## src/rtl/rr_req_queue.sv

```systemverilog
`default_nettype none
// ============================================================================
//  Module  : rr_req_queue
//  Brief   : Four per-port request FIFOs feeding a round-robin arbiter (r out,
//            one-hot g in) and a single registered valid/ready output channel.
//  Revision: 1.0 - initial release
// ============================================================================
module rr_req_queue #(
    parameter int DW    = 8,
    parameter int DEPTH = 4
) (
    input  logic            clk,
    input  logic            reset,
    input  logic [3:0]      in_valid,
    input  logic [4*DW-1:0] in_data,
    output logic [3:0]      in_ready,
    output logic [3:0]      r,
    input  logic [3:0]      g,
    output logic            out_valid,
    output logic [DW-1:0]   out_data,
    output logic [1:0]      out_port,
    input  logic            out_ready,
    output logic            slot_lost
);

    localparam int AW = (DEPTH > 1) ? $clog2(DEPTH) : 1;
    localparam int CW = AW + 1;
    localparam logic [CW-1:0] c_full_count = CW'(DEPTH);

    logic [DW-1:0] w_head [4];
    logic [3:0]    w_push;
    logic [3:0]    w_pop;
    logic          w_grant_valid;
    logic [1:0]    w_grant_idx;
    logic          w_out_free;
    logic          w_lost;

    logic          r_out_valid;
    logic [DW-1:0] r_out_data;
    logic [1:0]    r_out_port;
    logic          r_slot_lost;

    // Only an exact one-hot grant counts; zero, multi-hot and unknown values fall to default.
    always_comb begin
        w_grant_valid = 1'b0;
        w_grant_idx   = 2'd0;
        case (g)
            4'b0001: begin w_grant_valid = 1'b1; w_grant_idx = 2'd0; end
            4'b0010: begin w_grant_valid = 1'b1; w_grant_idx = 2'd1; end
            4'b0100: begin w_grant_valid = 1'b1; w_grant_idx = 2'd2; end
            4'b1000: begin w_grant_valid = 1'b1; w_grant_idx = 2'd3; end
            default: ;
        endcase
    end

    assign w_out_free = !r_out_valid || out_ready;

    always_comb begin
        w_pop = 4'b0000;
        if (w_grant_valid && r[w_grant_idx] && w_out_free) begin
            w_pop = 4'b0001 << w_grant_idx;
        end
    end

    assign w_lost = w_grant_valid && (w_pop == 4'b0000);

    generate
        for (genvar i = 0; i < 4; i++) begin : g_port
            logic [DW-1:0] r_mem [DEPTH];
            logic [AW-1:0] r_wr_ptr;
            logic [AW-1:0] r_rd_ptr;
            logic [CW-1:0] r_count;

            // A full FIFO refuses a push even when it pops in the same cycle.
            assign in_ready[i] = (r_count != c_full_count);
            assign r[i]        = (r_count != '0);
            assign w_push[i]   = in_valid[i] && in_ready[i];
            assign w_head[i]   = r_mem[r_rd_ptr];

            always_ff @(posedge clk) begin
                if (w_push[i]) begin
                    r_mem[r_wr_ptr] <= in_data[i*DW +: DW];
                end
            end

            always_ff @(posedge clk or posedge reset) begin
                if (reset) begin
                    r_wr_ptr <= '0;
                    r_rd_ptr <= '0;
                    r_count  <= '0;
                end else begin
                    if (w_push[i]) begin
                        r_wr_ptr <= r_wr_ptr + AW'(1);
                    end
                    if (w_pop[i]) begin
                        r_rd_ptr <= r_rd_ptr + AW'(1);
                    end
                    case ({w_push[i], w_pop[i]})
                        2'b10:   r_count <= r_count + CW'(1);
                        2'b01:   r_count <= r_count - CW'(1);
                        default: r_count <= r_count;
                    endcase
                end
            end
        end
    endgenerate

    always_ff @(posedge clk or posedge reset) begin
        if (reset) begin
            r_out_valid <= 1'b0;
            r_out_data  <= '0;
            r_out_port  <= 2'd0;
            r_slot_lost <= 1'b0;
        end else begin
            r_slot_lost <= w_lost;
            if (w_pop != 4'b0000) begin
                r_out_valid <= 1'b1;
                r_out_data  <= w_head[w_grant_idx];
                r_out_port  <= w_grant_idx;
            end else if (out_ready) begin
                r_out_valid <= 1'b0;
            end
        end
    end

    assign out_valid = r_out_valid;
    assign out_data  = r_out_data;
    assign out_port  = r_out_port;
    assign slot_lost = r_slot_lost;

endmodule
`default_nettype wire

```

## config.mk

```make
export PLATFORM = sky130hd
export DESIGN_NAME = rr_req_queue
export DESIGN_NICKNAME = d
export VERILOG_FILES = /design/src/rtl/rr_req_queue.sv
export SDC_FILE = /design/constraint.sdc
export NUM_CORES = 1
export LEC_CHECK = 0
export CELL_PAD_IN_SITES_DETAIL_PLACEMENT = 0
export CELL_PAD_IN_SITES_GLOBAL_PLACEMENT = 1
export CORE_MARGIN = 3
export CORE_UTILIZATION = 35
export CTS_BUF_LIST = sky130_fd_sc_hd__clkbuf_2
export DETAILED_ROUTE_END_ITERATION = 16
export DONT_BUFFER_PORTS = 1
export MAX_ROUTING_LAYER = met4
export PLACE_DENSITY_LB_ADDON = 0.08
export SLEW_MARGIN = 10
export SYNTH_ARGS = -nofsm -noshare
export SYNTH_HDL_FRONTEND = slang
export SYNTH_SLANG_ARGS = --single-unit
```

## constraint.sdc

```tcl
create_clock -name clk -period 2.2 [get_ports clk]
set_clock_uncertainty 0.2 [all_clocks]
set_input_delay 0.44 -clock clk [delete_from_list [all_inputs] [get_ports clk]]
set_output_delay 0.44 -clock clk [all_outputs]
set_load 0.03 [all_outputs]
```

==> reports/qor.txt, run 1 <==
Outcome - complete, but fails checks
Failing checks - negative setup slack
Busiest grt layer - met2
Post-route core utilization - 45.58%
Setup crit end kind - register
Register area share after synthesis - 68.43%
Total Wirelength - 15440 um
Crit path launch type - primary input
Fmax - 0.3835 GHz
Root buf cell - clkbuf_2
Ys Warns - 0
Syn Std Cell Area - 7079 um^2
Synthesized flop and latch total - 168
Number of CTS-inserted buffers - 17
Net count after synthesis - 473
Drt drc - 0
Post-Syn Instances - 406
Final Hold Vio Count - 0
RSZ-0062 raised after global routing - true
Worst Max-Slew Pin Slew - 0.4952 ns
Die ar. - 21970 um^2
Hold Path Class - in2reg
Clock-pin slew on the worst setup and hold paths - 0.22 ns
Via Count - 3881
GR Util met1 - 19.55%
Clk buf depth - 2
TritonCTS clock tree - done
Clock period minus worst slack - 2.607 ns
Std cell rows - 51
Worst hold margin - 0.07121 ns
Synth async-reset ratio - 23.81%
Most frequent cells in the layout - 128 x edfxtp_1, 65 x buf_4, 48 x dlygate4sd3_1
VDD IR max - 0.5841 mV
Nets - 611
Worst EP arrival - 3.06 ns
R2R cell count - 11
Critical Setup Path Class - in2reg
Sink Count - 168
Layout area overhead - 26.53%
I/O pin cnt - 63
Die Wd - 148.2 um
Post-synthesis cell type count - 39
DR iter-0 viols - 160
Worst setup margin - -0.4073 ns
Pin count of the biggest net entering global routing - 22
Setup TNS - -3.497 ns
Slew margin rel. - 66.99%
DRT antenna net count - 0
Worst path required time - 2.65 ns
TritonRoute pass-1 iters - 4
First-pass GRT wire length - 23760 um
Met2 Use GR - 23.22%
Pwr/cell area - 1119 nW/um^2
Max_cap viols - 0
Wirelength per Cell - 18.73 um
Share of cells above drive strength 1 - 35.37%
Part of the cycle the worst path needs - 118.5%
Later-pin clock latency in the skew report - 0.71 ns
Pleak - 3.370 nW
Port bufs - 0
Starting density of the core - 36.02%
Worst Path Max Fanout - 9
DP HPWL - 10800 um
Antenna violations before repair - 1
Commonest non-fill, non-tap cell in the layout - edfxtp_1
Post-synth EDFFs - 128
H-tree depth - 4
Dpl ws - -0.7988 ns
Hold Crit Depth - 5
Slew Viols, Final - 0
Vias in the first global route - 4113
Ys flop type - edfxtp_1
Mapped Avg Cell Area - 17.44 um^2
Grt total ovfl - 0
Core area - 19650 um^2
DIE HEIGHT - 148.2 um
Total Routing Usage GR - 14.98%
GP Congestion - 0.7564
GR Util met3 - 4.235%
# setup viols final - 18
Via-to-Cell Ratio - 4.710
==> metrics by stage <==
step                cells  area, um^2  total power, mW
global placement      727        7961            8.189
global route          824        8957            10.70
detailed placement    727        7961            8.250
CTS                   814        8861            10.12
finish                824        8957            10.03
floorplan             406        7156            6.906
==> cells in the mapped netlist (2+ instances only) <==
| library cell | n | share of area [%] |
|---|---|---|
| edfxtp_1 | 128 | 54 |
| dfrtp_1 | 40 | 14 |
| mux4_2 | 32 | 10 |
| inv_1 | 29 | 1.5 |
| ha_1 | 20 | 3.5 |
| nand2_1 | 19 | 1.0 |
| and3_1 | 16 | 1.4 |
| xor2_1 | 16 | 2.0 |
| xnor2_1 | 12 | 1.5 |
| a221oi_1 | 8 | 0.99 |
| a22o_1 | 8 | 0.99 |
| buf_1 | 8 | 0.42 |
| o21ai_1 | 8 | 0.57 |
| o21ai_0 | 6 | 0.42 |
| and2_1 | 5 | 0.44 |
| nor2_1 | 5 | 0.27 |
| buf_6 | 4 | 0.64 |
| fa_1 | 4 | 1.1 |
| mux2i_1 | 4 | 0.57 |
| nand3_1 | 4 | 0.28 |
| buf_2 | 3 | 0.21 |
| nor2_2 | 3 | 0.27 |
| nand2b_1 | 2 | 0.18 |
| nor2_4 | 2 | 0.32 |
| nor3_1 | 2 | 0.14 |
| nor4b_2 | 2 | 0.42 |
| o41ai_2 | 2 | 0.46 |
| or3_1 | 2 | 0.18 |
| or4b_4 | 2 | 0.39 |
==> worst max-delay path, cell delays in order <==
cell and delay, ns:
dlygate4sd3_1 0.64, or4b_4 0.60, o21ai_4 0.20, a221o_1 0.18, buf_12 0.14, nor2_4 0.04, ha_4 0.15, buf_4 0.12
buf_4 0.12, xor2_1 0.15, nor2_1 0.12, xor2_1 0.14
==> cell families (layout without fill, tap and decap cells) <==
kind of cell | count (synthesis) | after routing | share of synthesized area (%)
simple gates | 68 | 68 | 5.780
xor+xnor | 28 | 28 | 3.464
mux | 36 | 36 | 10.75
fa+ha+maj | 24 | 24 | 4.666
compound gates | 37 | 37 | 4.048
other cells | 0 | 2 | 0
buf+inv | 45 | 196 | 2.863
flops | 168 | 168 | 68.43
==> where the power goes <==
part	leakage (nW)	total, mW	switching, mW	internal (mW)
sequential	1.66	4.85	0.588	4.26
combinational	1.61	3.78	1.83	1.96
clock	0.101	1.39	1.09	0.298
total	3.37	10.0	3.51	6.52
==> cell type report <==
class | count | area, um^2
multi-input combinational | 193 | 2198
fill | 1841 | 10700
tap | 265 | 331.6
clock inverter | 14 | 100.1
sequential | 168 | 4845
timing repair buffer | 135 | 1266
inverter | 29 | 121.4
clock buffer | 18 | 90.09
antenna | 2 | 5.005
==> layer usage <==
metal	share of wire (%)	vias to the layer above
met5	0	-
li1	-	1830
met2	49	68
met1	45	1969
met3	4.7	14
met4	1.2	0
==> flip-flops by register name, indices dropped and copies added (netlist names) <==
name,flops
out_valid,1
g_port.r_count,12
out_port,2
g_port.r_rd_ptr,8
g_port.r_wr_ptr,8
g_port.r_mem,128
slot_lost,1
out_data,8
==> final timing paths <==
path                                      start               endpoint  slack (ns)
setup / recovery                           g[3]   g_port[1].r_count[2]       -0.41
hold / removal                             g[0]  g_port[2].r_rd_ptr[0]        0.07
setup reg to reg           g_port[2].r_count[2]   g_port[2].r_count[2]       -0.26
hold reg to reg            g_port[3].r_count[2]   g_port[3].r_count[2]        0.40
max in group asynchronous                 reset  g_port[3].r_rd_ptr[0]        1.05
min in group asynchronous                 reset  g_port[2].r_wr_ptr[0]        0.56
==> timing repair <==
item                                   CTS  global route
buffers inserted                        12             7
resized for setup                       45             9
endpoints found under the hold margin  324             3
pin swaps                               20             7
setup endpoints to repair               16            18
hold buffers                            45             4
Note: power is estimated with default switching activity, not from simulation.
==> inputs of run 2 (changes only) <==
--- a/config.mk
+++ b/config.mk
@@ -14,6 +14,7 @@
 export DONT_BUFFER_PORTS = 1
 export MAX_ROUTING_LAYER = met4
 export PLACE_DENSITY_LB_ADDON = 0.08
+export SKIP_LAST_GASP = 1
 export SLEW_MARGIN = 10
 export SYNTH_ARGS = -nofsm -noshare
 export SYNTH_HDL_FRONTEND = slang
==> constraint.sdc (replaced) <==
create_clock -name clk -period 3.2 [get_ports clk]
set_clock_uncertainty 0.2 [all_clocks]
set_input_delay 0.64 -clock clk [delete_from_list [all_inputs] [get_ports clk]]
set_output_delay 0.64 -clock clk [all_outputs]
set_load 0.03 [all_outputs]
==> reports/qor.txt, run 2 (synthesis gave the netlist of run 1 again) <==
Later-pin clock latency in the skew report - 0.72 ns
Worst EP arrival - 3.46 ns
# setup viols final - 0
Pin count of the biggest net entering global routing - 41
Clock-pin slew on the worst setup and hold paths - 0.26 ns
Post-CTS Setup Bufs - 0
Multi-input logic area - 2078 um^2
RSZ-0062 raised after global routing - false
Die Wd - 148.2 um
VDD IR max - 0.3803 mV
TritonCTS clock tree - done
Worst hold margin - 0.1361 ns
Die ar. - 21970 um^2
Most frequent cells in the layout - 128 x edfxtp_1, 44 x dlygate4sd3_1, 40 x dfrtp_1
Port bufs - 0
Share of cells above drive strength 1 - 21.28%
Std cell rows - 51
Hold Path Class - in2reg
Fillers - 1857
GP Congestion - 0.7029
Root buf cell - clkbuf_2
Layout area overhead - 15.69%
Slew Viols, Final - 0
Drt drc - 0
Starting density of the core - 36.02%
DP HPWL - 10310 um
Grt total ovfl - 0
R2R cell count - 8
Worst Max-Slew Pin Slew - 0.9579 ns
Worst Path Max Fanout - 20
H-tree depth - 4
Clk buf depth - 2
Antenna violations before repair - 1
Commonest non-fill, non-tap cell in the layout - edfxtp_1
I/O pin cnt - 63
Number of CTS-inserted buffers - 17
Clock period minus worst slack - 3.014 ns
Part of the cycle the worst path needs - 94.19%
Outcome - complete, no violations
Nets - 538
Worst path required time - 3.65 ns
Total Routing Usage GR - 14.74%
Via Count - 3602
Max_cap viols - 0
Register area - 4845 um^2
Most flops, register - g_port.r_mem
Setup crit end kind - register
Via-to-Cell Ratio - 4.803
Power, Total - 6.405 mW
Fmax - 0.3318 GHz
Largest regs - g_port.r_mem (128), g_port.r_count (12)
Slew margin rel. - 36.14%
Total Wirelength - 14890 um
Max reg flops - 128
Critical Setup Path Class - reg2reg
Hold Crit Depth - 5
DIE HEIGHT - 148.2 um
Pleak - 2.988 nW
Pwr/cell area - 782.0 nW/um^2
Wirelength per Cell - 19.85 um
Vias in the first global route - 3850
Sink Count - 168
Final Hold Vio Count - 0
DR iter-0 viols - 192
Crit path launch type - register
Core area - 19650 um^2
First-pass GRT wire length - 22940 um
DRT antenna net count - 0
TritonRoute pass-1 iters - 4
[run 2: metal layers]
layer  wire length [um]  share of wire [%]  vias up  global-route usage, %
li1                   -                  -     1674                      -
met1               6731                 45     1859                  18.59
met2               7463                 50       57                  24.02
met3                495                3.3       12                  3.260
met4                197                1.3        0                  4.573
met5                  0                  0        -                      -
[run 2: metrics by stage]
| stage | cells | TNS [ns] | utilization [%] | area (um^2) | setup WS, ns |
|---|---|---|---|---|---|
| finish | 750 | 0 | 41.67 | 8190 | 0.1859 |
| floorplan | 406 | -0.1657 | - | 7126 | -0.05648 |
| global route | 750 | 0 | 41.67 | 8190 | 0.06930 |
| detailed placement | 673 | -0.05603 | 38.15 | 7498 | -0.02553 |
| global placement | 673 | 0 | 38.15 | 7498 | 0.01484 |
| CTS | 749 | 0 | 41.66 | 8188 | 0.1944 |
[run 2: path summary, 6_finish.rpt]
check,startpoint,endpoint,slack (ns)
worst max-delay path,g_port[1].r_count[0],out_port[0],0.19
worst min-delay path,g[1],g_port[2].r_rd_ptr[1],0.14
worst max register to register,g_port[1].r_count[0],out_port[0],0.19
worst min register to register,g_port[3].r_count[2],g_port[3].r_count[2],0.31
max in group asynchronous,reset,g_port[1].r_rd_ptr[0],1.83
min in group asynchronous,reset,slot_lost,0.35
[run 2: timing repair]
action,CTS,global route
setup endpoints to repair,0,0
endpoints found under the hold margin,182,0
gates resized for setup,0,0
hold buffers,44,0
[run 2: layout make-up]
| cell class | count | share of cell area, % |
|---|---|---|
| diodes | 1 | 0.03055 |
| clock buffers | 17 | 1.039 |
| clock inverters | 15 | 2.001 |
| inverters | 29 | 1.329 |
| multi-input cells | 193 | 25.37 |
| flip-flops and latches | 168 | 59.15 |
| well taps | 265 | 4.048 |
| repair buffers | 62 | 7.027 |
[run 2: worst max-delay path, stage by stage, from the launching register on]
cell	delay, ns
dfrtp_1	0.47
or3_1	0.59
o21ai_2	0.32
a221o_1	0.18
buf_4	0.16
buf_4	0.26
nand2_1	0.10
o41ai_2	0.07
dlygate4sd3_1	0.58
[run 2: power breakdown]
group | switching, mW | internal [mW] | total [mW]
combinational | 0.933 | 0.855 | 1.79
sequential | 0.527 | 2.93 | 3.46
clock | 0.781 | 0.378 | 1.16
total | 2.24 | 4.16 | 6.41
==> inputs of run 3 (changes only) <==
--- a/config.mk
+++ b/config.mk
@@ -9,7 +9,7 @@
 export CELL_PAD_IN_SITES_GLOBAL_PLACEMENT = 1
 export CORE_MARGIN = 3
 export CORE_UTILIZATION = 35
-export CTS_BUF_LIST = sky130_fd_sc_hd__clkbuf_2
+export CTS_BUF_LIST = sky130_fd_sc_hd__clkbuf_4 sky130_fd_sc_hd__clkbuf_8 sky130_fd_sc_hd__clkbuf_16
 export DETAILED_ROUTE_END_ITERATION = 16
 export DONT_BUFFER_PORTS = 1
 export MAX_ROUTING_LAYER = met4
==> reports/qor.txt, run 3 (synthesis gave the netlist of run 1 again) <==
# setup viols final - 0
Worst Max-Slew Pin Slew - 0.9474 ns
Hold buffer count at cts - 0
DIE HEIGHT - 148.2 um
H-tree depth - 4
Sink Count - 168
Worst Path Max Fanout - 10
Post-CTS Setup Bufs - 0
Pin count of the biggest net entering global routing - 41
VDD IR max - 0.3848 mV
DP HPWL - 10310 um
Setup TNS - 0 ns
RSZ-0062 raised after global routing - false
Via Count - 3404
Grt total ovfl - 0
Pleak - 2.938 nW
Std cell rows - 51
Slew Viols, Final - 0
TritonCTS clock tree - done
Antenna violations before repair - 0
Pwr/cell area - 895.5 nW/um^2
Most frequent cells in the layout - 128 x edfxtp_1, 40 x dfrtp_1, 32 x mux4_2
First-pass GRT wire length - 22520 um
Worst hold margin - 0.08768 ns
Part of the cycle the worst path needs - 87.26%
Via-to-Cell Ratio - 4.828
Hold Path Class - in2async
Commonest non-fill, non-tap cell in the layout - edfxtp_1
Worst path required time - 3.35 ns
Fin area - 8088 um^2
Wirelength per Cell - 20.73 um
Post-route core utilization - 41.15%
Setup crit end kind - register
Port bufs - 0
GP Congestion - 0.7029
Placed cells - 673
Post-CTS resize count - 0
Ant. Diodes - 0
Dpl ws - -0.02553 ns
Final Hold Vio Count - 0
Total Wirelength - 14610 um
Share of cells above drive strength 1 - 23.41%
Worst EP arrival - 2.94 ns
Max reg flops - 128
Die ar. - 21970 um^2
Max_cap viols - 0
Worst setup margin - 0.4077 ns
Clock period minus worst slack - 2.792 ns
Finished Layout Cells - 705
Crit path launch type - primary input
TritonRoute pass-1 iters - 4
Number of CTS-inserted buffers - 17
I/O pin cnt - 63
Clock-pin slew on the worst setup and hold paths - 0.07 ns
Slew margin rel. - 36.84%
DR iter-0 viols - 205
Power, Total - 7.242 mW
Nets - 494
CP startpoint - g[1]
Clk buf depth - 2
Placed Area - 7498 um^2
FF-to-FF Start - g_port[1].r_count[0]
Most flops, register - g_port.r_mem
Outcome - complete, no violations
Fmax - 0.3581 GHz
Core area - 19650 um^2
Total Routing Usage GR - 14.56%
Starting density of the core - 36.02%
Vias in the first global route - 3716
Fillers - 1837
DRT antenna net count - 0
Later-pin clock latency in the skew report - 0.43 ns
Layout area overhead - 14.25%
Die Wd - 148.2 um
Critical Setup Path Class - in2reg
Root buf cell - clkbuf_16
Drt drc - 0
Largest regs - g_port.r_mem (128), g_port.r_count (12)
-- run 3: changes by cell type in the layout (fill, tap and decap cells not counted) --
cell | previous run | this run
diode_2 | 1 | 0
dlygate4sd3_1 | 44 | 0
clkbuf_16 | 0 | 17
clkbuf_2 | 17 | 0
-- run 3: area by class of cell --
cell class / count / area (um^2) / share of cell area [%]
multi-input cells: 193 / 2078 / 25.70
repair buffers: 18 / 135.1 / 1.671
flip-flops and latches: 168 / 4845 / 59.90
clock buffers: 17 / 425.4 / 5.260
inverters: 29 / 108.9 / 1.346
well taps: 265 / 331.6 / 4.100
clock inverters: 15 / 163.9 / 2.027
-- run 3: worst max-delay path, stage by stage --
cell and delay (ns):
or4b_4 0.52, o32a_1 0.19, a221o_1 0.32, buf_4 0.17
nor2_4 0.14, ha_4 0.15, inv_1 0.05, fa_2 0.33
xor2_1 0.14, nor2_1 0.12, xor2_1 0.16
-- run 3: report_power, final --
group          internal [mW]  total [mW]  switching (mW)
registers               2.94        3.47           0.530
logic                  0.812        1.71           0.902
clock network           1.17        2.06           0.889
total                   4.92        7.24            2.32
-- run 3: path summary, 6_finish.rpt --
| path | to | slack [ns] | depth (start not counted) |
|---|---|---|---|
| setup / recovery | g_port[3].r_count[2] | 0.41 | 11 |
| hold reg to reg | g_port[3].r_count[2] | 0.29 | 1 |
| setup reg to reg | g_port[3].r_count[2] | 0.42 | 11 |
| hold / removal | slot_lost | 0.09 | 1 |
| min in group clk | g_port[2].r_mem[2][4] | 0.10 | 0 |
| max in group asynchronous | g_port[1].r_rd_ptr[1] | 2.10 | 1 |
-- run 3: per-layer routing --
metal	part of all wire (%)	wire [um]	track usage, %	vias up
met5	0	0	-	-
met4	1.1	165	4.573	0
met3	7.3	1072	5.058	13
met2	50	7269	23.00	69
met1	42	6106	17.78	1740
li1	-	-	-	1582
